## config.mk

```make
export PLATFORM = sky130hd
export DESIGN_NAME = mc_sequencer
export DESIGN_NICKNAME = d
export VERILOG_FILES = /design/src/rtl/mc_pkg.sv /design/src/rtl/mc_decode.sv /design/src/rtl/mc_sequencer.sv
export SDC_FILE = /design/constraint.sdc
export NUM_CORES = 1
export LEC_CHECK = 0
export CAP_MARGIN = 20
export CORE_MARGIN = 4
export CORE_UTILIZATION = 30
export CTS_CLUSTER_SIZE = 25
export DETAILED_ROUTE_END_ITERATION = 8
export PLACE_DENSITY_LB_ADDON = 0.3
export SKIP_LAST_GASP = 1
export SYNTH_ARGS = -nofsm -noshare
export SYNTH_HDL_FRONTEND = slang
export SYNTH_HIERARCHICAL = 1
export SYNTH_SLANG_ARGS = --single-unit
```

## constraint.sdc

```tcl
create_clock -name clk -period 5.72 [get_ports clk]
set_input_delay 1.144 -clock clk [delete_from_list [all_inputs] [get_ports clk]]
set_output_delay 1.144 -clock clk [all_outputs]
set_load 0.02 [all_outputs]
```

## src/rtl/mc_pkg.sv

```systemverilog
// Shared constants for the multicycle sequencer: opcode/funct values,
// ALU function codes, next-PC select encodings and the FSM state type.
package mc_pkg;

  localparam logic [5:0] OP_RTYPE = 6'b000000;
  localparam logic [5:0] OP_J     = 6'b000010;
  localparam logic [5:0] OP_JAL   = 6'b000011;
  localparam logic [5:0] OP_BEQ   = 6'b000100;
  localparam logic [5:0] OP_BNE   = 6'b000101;
  localparam logic [5:0] OP_ADDI  = 6'b001000;
  localparam logic [5:0] OP_SLTI  = 6'b001010;
  localparam logic [5:0] OP_ANDI  = 6'b001100;
  localparam logic [5:0] OP_ORI   = 6'b001101;
  localparam logic [5:0] OP_LUI   = 6'b001111;
  localparam logic [5:0] OP_LW    = 6'b100011;
  localparam logic [5:0] OP_SW    = 6'b101011;
  localparam logic [5:0] OP_HALT  = 6'b111111;

  localparam logic [5:0] FN_JR    = 6'b001000;
  localparam logic [5:0] FN_MULT  = 6'b011000;
  localparam logic [5:0] FN_DIV   = 6'b011010;

  localparam logic [5:0] ALU_ADD  = 6'b100000;
  localparam logic [5:0] ALU_SUB  = 6'b100010;
  localparam logic [5:0] ALU_AND  = 6'b100100;
  localparam logic [5:0] ALU_OR   = 6'b100101;
  localparam logic [5:0] ALU_SLT  = 6'b101010;
  localparam logic [5:0] ALU_NOP  = 6'b000000;

  localparam logic [1:0] CP_SEQ    = 2'b00;
  localparam logic [1:0] CP_REG    = 2'b01;
  localparam logic [1:0] CP_JUMP   = 2'b10;
  localparam logic [1:0] CP_BRANCH = 2'b11;

  typedef enum logic [2:0] {
    ST_IDLE,
    ST_FETCH,
    ST_DECODE,
    ST_EXEC,
    ST_MEM,
    ST_WB,
    ST_HALT
  } state_t;

  function automatic logic is_long_funct(input logic [5:0] fn);
    return (fn == FN_MULT) || (fn == FN_DIV);
  endfunction

endpackage

```

## src/rtl/mc_decode.sv

```systemverilog
// Combinational instruction classifier: turns the latched opcode/funct into
// the control attributes the sequencer FSM and datapath strobes need.
module mc_decode
  import mc_pkg::*;
#(
  parameter int OPW = 6,
  parameter int FW  = 6
) (
  input  logic [OPW-1:0] opcode,
  input  logic [FW-1:0]  funct,
  output logic           is_long,
  output logic           is_mem,
  output logic           is_store,
  output logic           is_halt,
  output logic           wr_reg,
  output logic           wr_lr,
  output logic [FW-1:0]  alu_func,
  output logic [1:0]     cp_type
);

  logic is_r;
  logic is_jr;
  logic is_branch;
  logic is_jump;
  logic is_imm_alu;

  assign is_r       = (opcode == OPW'(OP_RTYPE));
  assign is_jr      = is_r && (funct == FW'(FN_JR));
  assign is_branch  = (opcode == OPW'(OP_BEQ)) || (opcode == OPW'(OP_BNE));
  assign is_jump    = (opcode == OPW'(OP_J)) || (opcode == OPW'(OP_JAL));
  assign is_imm_alu = (opcode == OPW'(OP_ADDI)) || (opcode == OPW'(OP_ANDI)) ||
                      (opcode == OPW'(OP_ORI))  || (opcode == OPW'(OP_SLTI)) ||
                      (opcode == OPW'(OP_LUI));

  assign is_long  = is_r && ((funct == FW'(FN_MULT)) || (funct == FW'(FN_DIV)));
  assign is_mem   = (opcode == OPW'(OP_LW)) || (opcode == OPW'(OP_SW));
  assign is_store = (opcode == OPW'(OP_SW));
  assign is_halt  = (opcode == OPW'(OP_HALT));
  assign wr_lr    = (opcode == OPW'(OP_JAL));

  // Unknown opcodes fall through every term and retire as pure PC updates.
  assign wr_reg   = (is_r && !is_jr) || is_imm_alu || (opcode == OPW'(OP_LW));

  always_comb begin
    alu_func = FW'(ALU_NOP);
    if (is_r) begin
      alu_func = funct;
    end else if (opcode == OPW'(OP_ADDI)) begin
      alu_func = FW'(ALU_ADD);
    end else if (opcode == OPW'(OP_ANDI)) begin
      alu_func = FW'(ALU_AND);
    end else if (opcode == OPW'(OP_ORI)) begin
      alu_func = FW'(ALU_OR);
    end else if (opcode == OPW'(OP_SLTI)) begin
      alu_func = FW'(ALU_SLT);
    end else if (is_branch) begin
      alu_func = FW'(ALU_SUB);
    end
  end

  always_comb begin
    cp_type = CP_SEQ;
    if (is_jr || is_halt) begin
      cp_type = CP_REG;
    end else if (is_jump) begin
      cp_type = CP_JUMP;
    end else if (is_branch) begin
      cp_type = CP_BRANCH;
    end
  end

endmodule

```

## src/rtl/mc_sequencer.sv

```systemverilog
// Multicycle instruction sequencer: FETCH/DECODE/EXEC/MEM/WB FSM with memory
// handshakes, long-op exec counter, req/ack watchdog and retired counter.
module mc_sequencer
  import mc_pkg::*;
#(
  parameter int OPW      = 6,
  parameter int FW       = 6,
  parameter int LONG_LAT = 4,
  parameter int TIMEOUT  = 255,
  parameter int CNT_W    = 32
) (
  input  logic             clk,
  input  logic             rstn,
  input  logic             start,
  input  logic             stop,
  output logic             imem_req,
  input  logic             imem_ack,
  input  logic [OPW-1:0]   opcode_in,
  input  logic [FW-1:0]    funct_in,
  output logic             dmem_req,
  output logic             dmem_we,
  input  logic             dmem_ack,
  output logic             ir_load,
  output logic [FW-1:0]    alu_func,
  output logic [1:0]       cp_type,
  output logic             write_pc,
  output logic             write_reg,
  output logic             write_lr,
  output logic             busy,
  output logic             halted,
  output logic             fault,
  output logic [CNT_W-1:0] retired
);

  localparam int EXW = (LONG_LAT > 1) ? $clog2(LONG_LAT) : 1;
  localparam int WDW = (TIMEOUT > 1) ? $clog2(TIMEOUT + 1) : 1;

  state_t           state_reg, state_next;
  logic [OPW-1:0]   opcode_reg;
  logic [FW-1:0]    funct_reg;
  logic [EXW-1:0]   exec_cnt_reg, exec_cnt_next;
  logic [WDW-1:0]   wd_cnt_reg, wd_cnt_next;
  logic             fault_reg, fault_next;
  logic [CNT_W-1:0] retired_reg;

  logic             dec_is_long;
  logic             dec_is_mem;
  logic             dec_is_store;
  logic             dec_is_halt;
  logic             dec_wr_reg;
  logic             dec_wr_lr;
  logic [FW-1:0]    dec_alu_func;
  logic [1:0]       dec_cp_type;

  logic             req_active;
  logic             ack_seen;
  logic             wd_expired;

  mc_decode #(
    .OPW (OPW),
    .FW  (FW)
  ) u_decode (
    .opcode   (opcode_reg),
    .funct    (funct_reg),
    .is_long  (dec_is_long),
    .is_mem   (dec_is_mem),
    .is_store (dec_is_store),
    .is_halt  (dec_is_halt),
    .wr_reg   (dec_wr_reg),
    .wr_lr    (dec_wr_lr),
    .alu_func (dec_alu_func),
    .cp_type  (dec_cp_type)
  );

  assign req_active = (state_reg == ST_FETCH) || (state_reg == ST_MEM);
  assign ack_seen   = ((state_reg == ST_FETCH) && imem_ack) ||
                      ((state_reg == ST_MEM) && dmem_ack);
  // The counter sits at TIMEOUT-1 during the TIMEOUT-th unanswered req cycle.
  assign wd_expired = (TIMEOUT != 0) && req_active && !ack_seen &&
                      (wd_cnt_reg == WDW'(TIMEOUT - 1));

  always_ff @(posedge clk) begin
    if (!rstn) begin
      state_reg    <= ST_IDLE;
      exec_cnt_reg <= '0;
      wd_cnt_reg   <= '0;
      fault_reg    <= 1'b0;
    end else begin
      state_reg    <= state_next;
      exec_cnt_reg <= exec_cnt_next;
      wd_cnt_reg   <= wd_cnt_next;
      fault_reg    <= fault_next;
    end
  end

  always_ff @(posedge clk) begin
    if (!rstn) begin
      opcode_reg  <= '0;
      funct_reg   <= '0;
      retired_reg <= '0;
    end else begin
      if ((state_reg == ST_FETCH) && imem_ack) begin
        opcode_reg <= opcode_in;
        funct_reg  <= funct_in;
      end
      if (state_reg == ST_WB) begin
        retired_reg <= retired_reg + CNT_W'(1);
      end
    end
  end

  always_comb begin
    state_next    = state_reg;
    exec_cnt_next = exec_cnt_reg;
    wd_cnt_next   = '0;
    fault_next    = fault_reg;

    case (state_reg)
      ST_IDLE: begin
        if (start) state_next = ST_FETCH;
      end
      ST_FETCH: begin
        if (imem_ack) state_next = ST_DECODE;
      end
      ST_DECODE: begin
        if (dec_is_halt) begin
          state_next = ST_HALT;
        end else begin
          state_next    = ST_EXEC;
          exec_cnt_next = dec_is_long ? EXW'(LONG_LAT - 1) : '0;
        end
      end
      ST_EXEC: begin
        if (exec_cnt_reg != '0) begin
          exec_cnt_next = exec_cnt_reg - EXW'(1);
        end else begin
          state_next = dec_is_mem ? ST_MEM : ST_WB;
        end
      end
      ST_MEM: begin
        if (dmem_ack) state_next = ST_WB;
      end
      ST_WB: begin
        state_next = stop ? ST_IDLE : ST_FETCH;
      end
      ST_HALT: begin
        if (start) state_next = ST_FETCH;
      end
      default: begin
        state_next = ST_IDLE;
      end
    endcase

    // Counter is zero on every entry to FETCH/MEM since all other states clear it.
    if (req_active && !ack_seen && (TIMEOUT != 0)) begin
      if (wd_expired) begin
        state_next = ST_HALT;
        fault_next = 1'b1;
      end else begin
        wd_cnt_next = wd_cnt_reg + WDW'(1);
      end
    end
  end

  always_comb begin
    imem_req  = 1'b0;
    ir_load   = 1'b0;
    dmem_req  = 1'b0;
    dmem_we   = 1'b0;
    write_pc  = 1'b0;
    write_reg = 1'b0;
    write_lr  = 1'b0;
    alu_func  = '0;
    cp_type   = CP_SEQ;
    busy      = (state_reg != ST_IDLE) && (state_reg != ST_HALT);
    halted    = (state_reg == ST_HALT);

    case (state_reg)
      ST_FETCH: begin
        imem_req = 1'b1;
        ir_load  = imem_ack;
      end
      ST_EXEC: begin
        alu_func = dec_alu_func;
        cp_type  = dec_cp_type;
      end
      ST_MEM: begin
        dmem_req = 1'b1;
        dmem_we  = dec_is_store;
        alu_func = dec_alu_func;
        cp_type  = dec_cp_type;
      end
      ST_WB: begin
        write_pc  = 1'b1;
        write_reg = dec_wr_reg;
        write_lr  = dec_wr_lr;
        alu_func  = dec_alu_func;
        cp_type   = dec_cp_type;
      end
      default: begin
      end
    endcase
  end

  assign fault   = fault_reg;
  assign retired = retired_reg;

endmodule

```

==> key figures <==
Timing
  • Final hold violations: 0
  • Aggregate negative setup slack: 0 ps
  • Fin Hold WS: 447 ps
  • Worst slew pin tran: 734 ps
  • Final worst path period share: 72.6%
  • Final Max Slew Viols: 0
  • Tmin final: 4160 ps
  • FMAX: 241 MHz
  • Setup slack after layout: 1560 ps
  • Slew margin rel.: 50.9%
  • # setup viols final: 0
  • Fin Clk Skew: 8.44 ps
  • RSZ-0062 raised after global routing: false

Power
  • Leakage: 1.38 nW
  • Pwr Total: 940 uW
  • Power Density: 231 nW/um^2
  • VDD IR-drop max: 124 uV

Cells and area
  • Number of flip-flops in the largest register: 32
  • Core Util, Final: 41.1%
  • Fillcell total: 1035
  • Fin cells: 587
  • Commonest non-fill, non-tap cell in the layout: clkdlybuf4s50_1
  • P&R area growth vs syn: 31.1%
  • Post-route cell area: 4070 sq um
  • Commonest non-fill, non-tap cells in the layout: 67 x clkdlybuf4s50_1, 58 x dfxtp_1, 51 x nand2_1
  • Nets@finish: 471
  • # diodes: 0
  • Layout cells sized above 1: 6.17%

Place
  • DP Cell Count: 571
  • Port bufs: 67
  • Dpl hpwl: 5.78 mm
  • Post-DP Area: 3840 sq um
  • Place WS: 1530 ps
  • Global placement routability congestion: 0.893

Critical path
  • Critical Path RT: 4580 ps
  • Crit. End Element: primary output
  • Startpoint Class: input port
  • Crit-path max FO: 14
  • R2r startpoint: state_reg[0]$_SDFF_PN0_
  • Kind of critical path: in2out
  • Max stage delay on crit path: 690 ps
  • Largest delay share family, worst path: buffers and inverters
  • Reg2reg end: retired[25]$_SDFFE_PN0N_
  • Flop-to-flop setup slack: 3250 ps
  • Crit-path cells: clkdlybuf4s50_1, nand2_1, inv_1, clkdlybuf4s50_1
  • Crit path buffers/inverters: 3
  • Critical Path AT: 3010 ps
  • CP most frequent cell: clkdlybuf4s50_1
  • Slowest CP cell: clkdlybuf4s50_1
  • Cell depth of the worst flop-to-flop path: 4

GRT
  • Remaining Overflow, GRT: 0
  • Antenna violations before repair: 0
  • Vias in the first global route: 2763
  • Largest net degree at the start of global routing: 24
  • First-pass GRT wire length: 13.5 mm
  • GRT Total Usage: 13.8%

Clocking
  • Post_cts resized: 0
  • Postcts setup bufs: 0
  • Max clock buf depth: 2
  • Htree depth: 3
  • Hold_buf cts: 0
  • CTS Buf Count: 9
  • CTS clk-pin slew, worst paths: 60 ps
  • Clk sinks: 58
  • CTS tree: done
  • Root Buffer: clkbuf_8
  • Clock Latency Late Sink: 330 ps

Synth
  • Post-synthesis net count: 415
  • Yosys cell types: 56
  • Register area share after synthesis: 37.4%
  • YS warnings: 6
  • Synthesized flop and latch total: 58
  • Post-synthesis area per instance: 7.91 sq um
  • Async set-or-reset flop fraction in the synthesized netlist: 0%
  • Top FF cell, synth: dfxtp_1
  • Number of synthesized flops with an enable pin: 0
  • Cell Area, Synth: 3110 sq um
  • Post-Synthesis Cells: 393

Worst hold path
  • Worst hold endpoint: fault$_SDFFE_PN0P_
  • Hold Path Class: reg2reg
  • Hold Crit Start: fault$_SDFFE_PN0P_
  • Hold path depth: 2

Route
  • Residual DRC: 0
  • Initial DRC count: 90
  • Via/cell ratio: 5.03
  • Per-cell routed wire length: 13.5 um
  • DR top layer: met4
  • Routed WL: 7.90 mm
  • Routed vias: 2952
  • First-pass DRT Iterations: 4
  • Routed met2 length: 3.67 mm
  • Routed metal-1 wire length: 3.67 mm
  • Final ANT Viol Nets: 0
  • WL met3: 430 um

Floorplan
  • Initial Util: 31.4%
  • Core area: 9910 sq um
  • I/O pin count: 68
  • Row count: 36
  • Die extent in x: 110 um
  • Die Span Y: 110 um
  • Die footprint: 12100 sq um

Outcome
  • Status: finished, final reports clean

Run
  • Max_cap viols: 0
-- how the worst max path moves through the flow --
stage	cells after the start	slack (ps)	endpoint	start
2_1_floorplan	5	2780	ir_load	state_reg[0]$_SDFF_PN0_
3_3_place_gp	4	1570	ir_load	imem_ack
3_5_place_dp	4	1530	ir_load	imem_ack
4_1_cts	4	1530	ir_load	imem_ack
5_1_grt	4	1410	ir_load	imem_ack
6_report	4	1560	ir_load	imem_ack
-- report_power, final --
group	leakage [nW]	switching, mW	internal, mW
sequential	0.468	0.0159	0.410
combinational	0.797	0.0374	0.0366
clock	0.119	0.160	0.280
-- logic make-up after synthesis --
| logic type | after synthesis | share of synthesized area (%) |
|---|---|---|
| muxes | 1 | 0.322 |
| and+or+nand+nor | 192 | 34.4 |
| adders and majority gates | 4 | 1.61 |
| xor gates and xnor gates | 16 | 4.51 |
| buffers and inverters | 37 | 5.43 |
| DFF | 58 | 37.4 |
| AOI/OAI and AO/OA | 85 | 16.4 |
-- cell type report --
cell class / count / area, sq um / share of cell area, %
clock buffer: 12 / 165 / 4.05
clock inverter: 4 / 72.6 / 1.78
inverter: 14 / 52.6 / 1.29
multi-input combinational: 298 / 1780 / 43.6
sequential: 58 / 1160 / 28.5
tap: 133 / 166 / 4.08
timing repair buffer: 68 / 678 / 16.6
-- cells in the mapped netlist (all sizes together) (2+ instances only) --
cell type  instances  share of area [%]
or3b               3               0.85
and3               4               0.81
a21oi             45                7.2
nand3             21                3.4
a21o               2               0.48
and4               3               0.85
nor4               6                1.2
and2              12                2.4
nand2             51                6.2
nor2b              2               0.40
nand4             11                2.4
nand3b             5                1.6
nor3               7                1.3
inv               13                1.6
xnor2             11                3.1
o31ai             10                2.4
a31o               2               0.56
buf                7                1.4
dfxtp             58                 37
clkbuf            16                2.3
or4               12                2.9
or3               12                2.4
o21ai             15                2.4
xor2               5                1.4
o311ai             2               0.56
ha                 4                1.6
nor3b              3               0.72
nand2b             5                1.0
nor2              28                3.4
-- worst min-delay path, delay by kind of cell, from the launching register on --
family	cells	cell delay [ps]
flip-flops	1	310
AND/OR/NAND/NOR	2	90
-- layer usage --
| metal | GRT usage (%) | vias to the layer above |
|---|---|---|
| met2 | 21.6 | 66 |
| met1 | 18.0 | 1357 |
| li1 | - | 1515 |
| met3 | 3.93 | 14 |
| met5 | 0 | - |
| met4 | 5.34 | 0 |
Note: power is estimated with default switching activity, not from simulation.
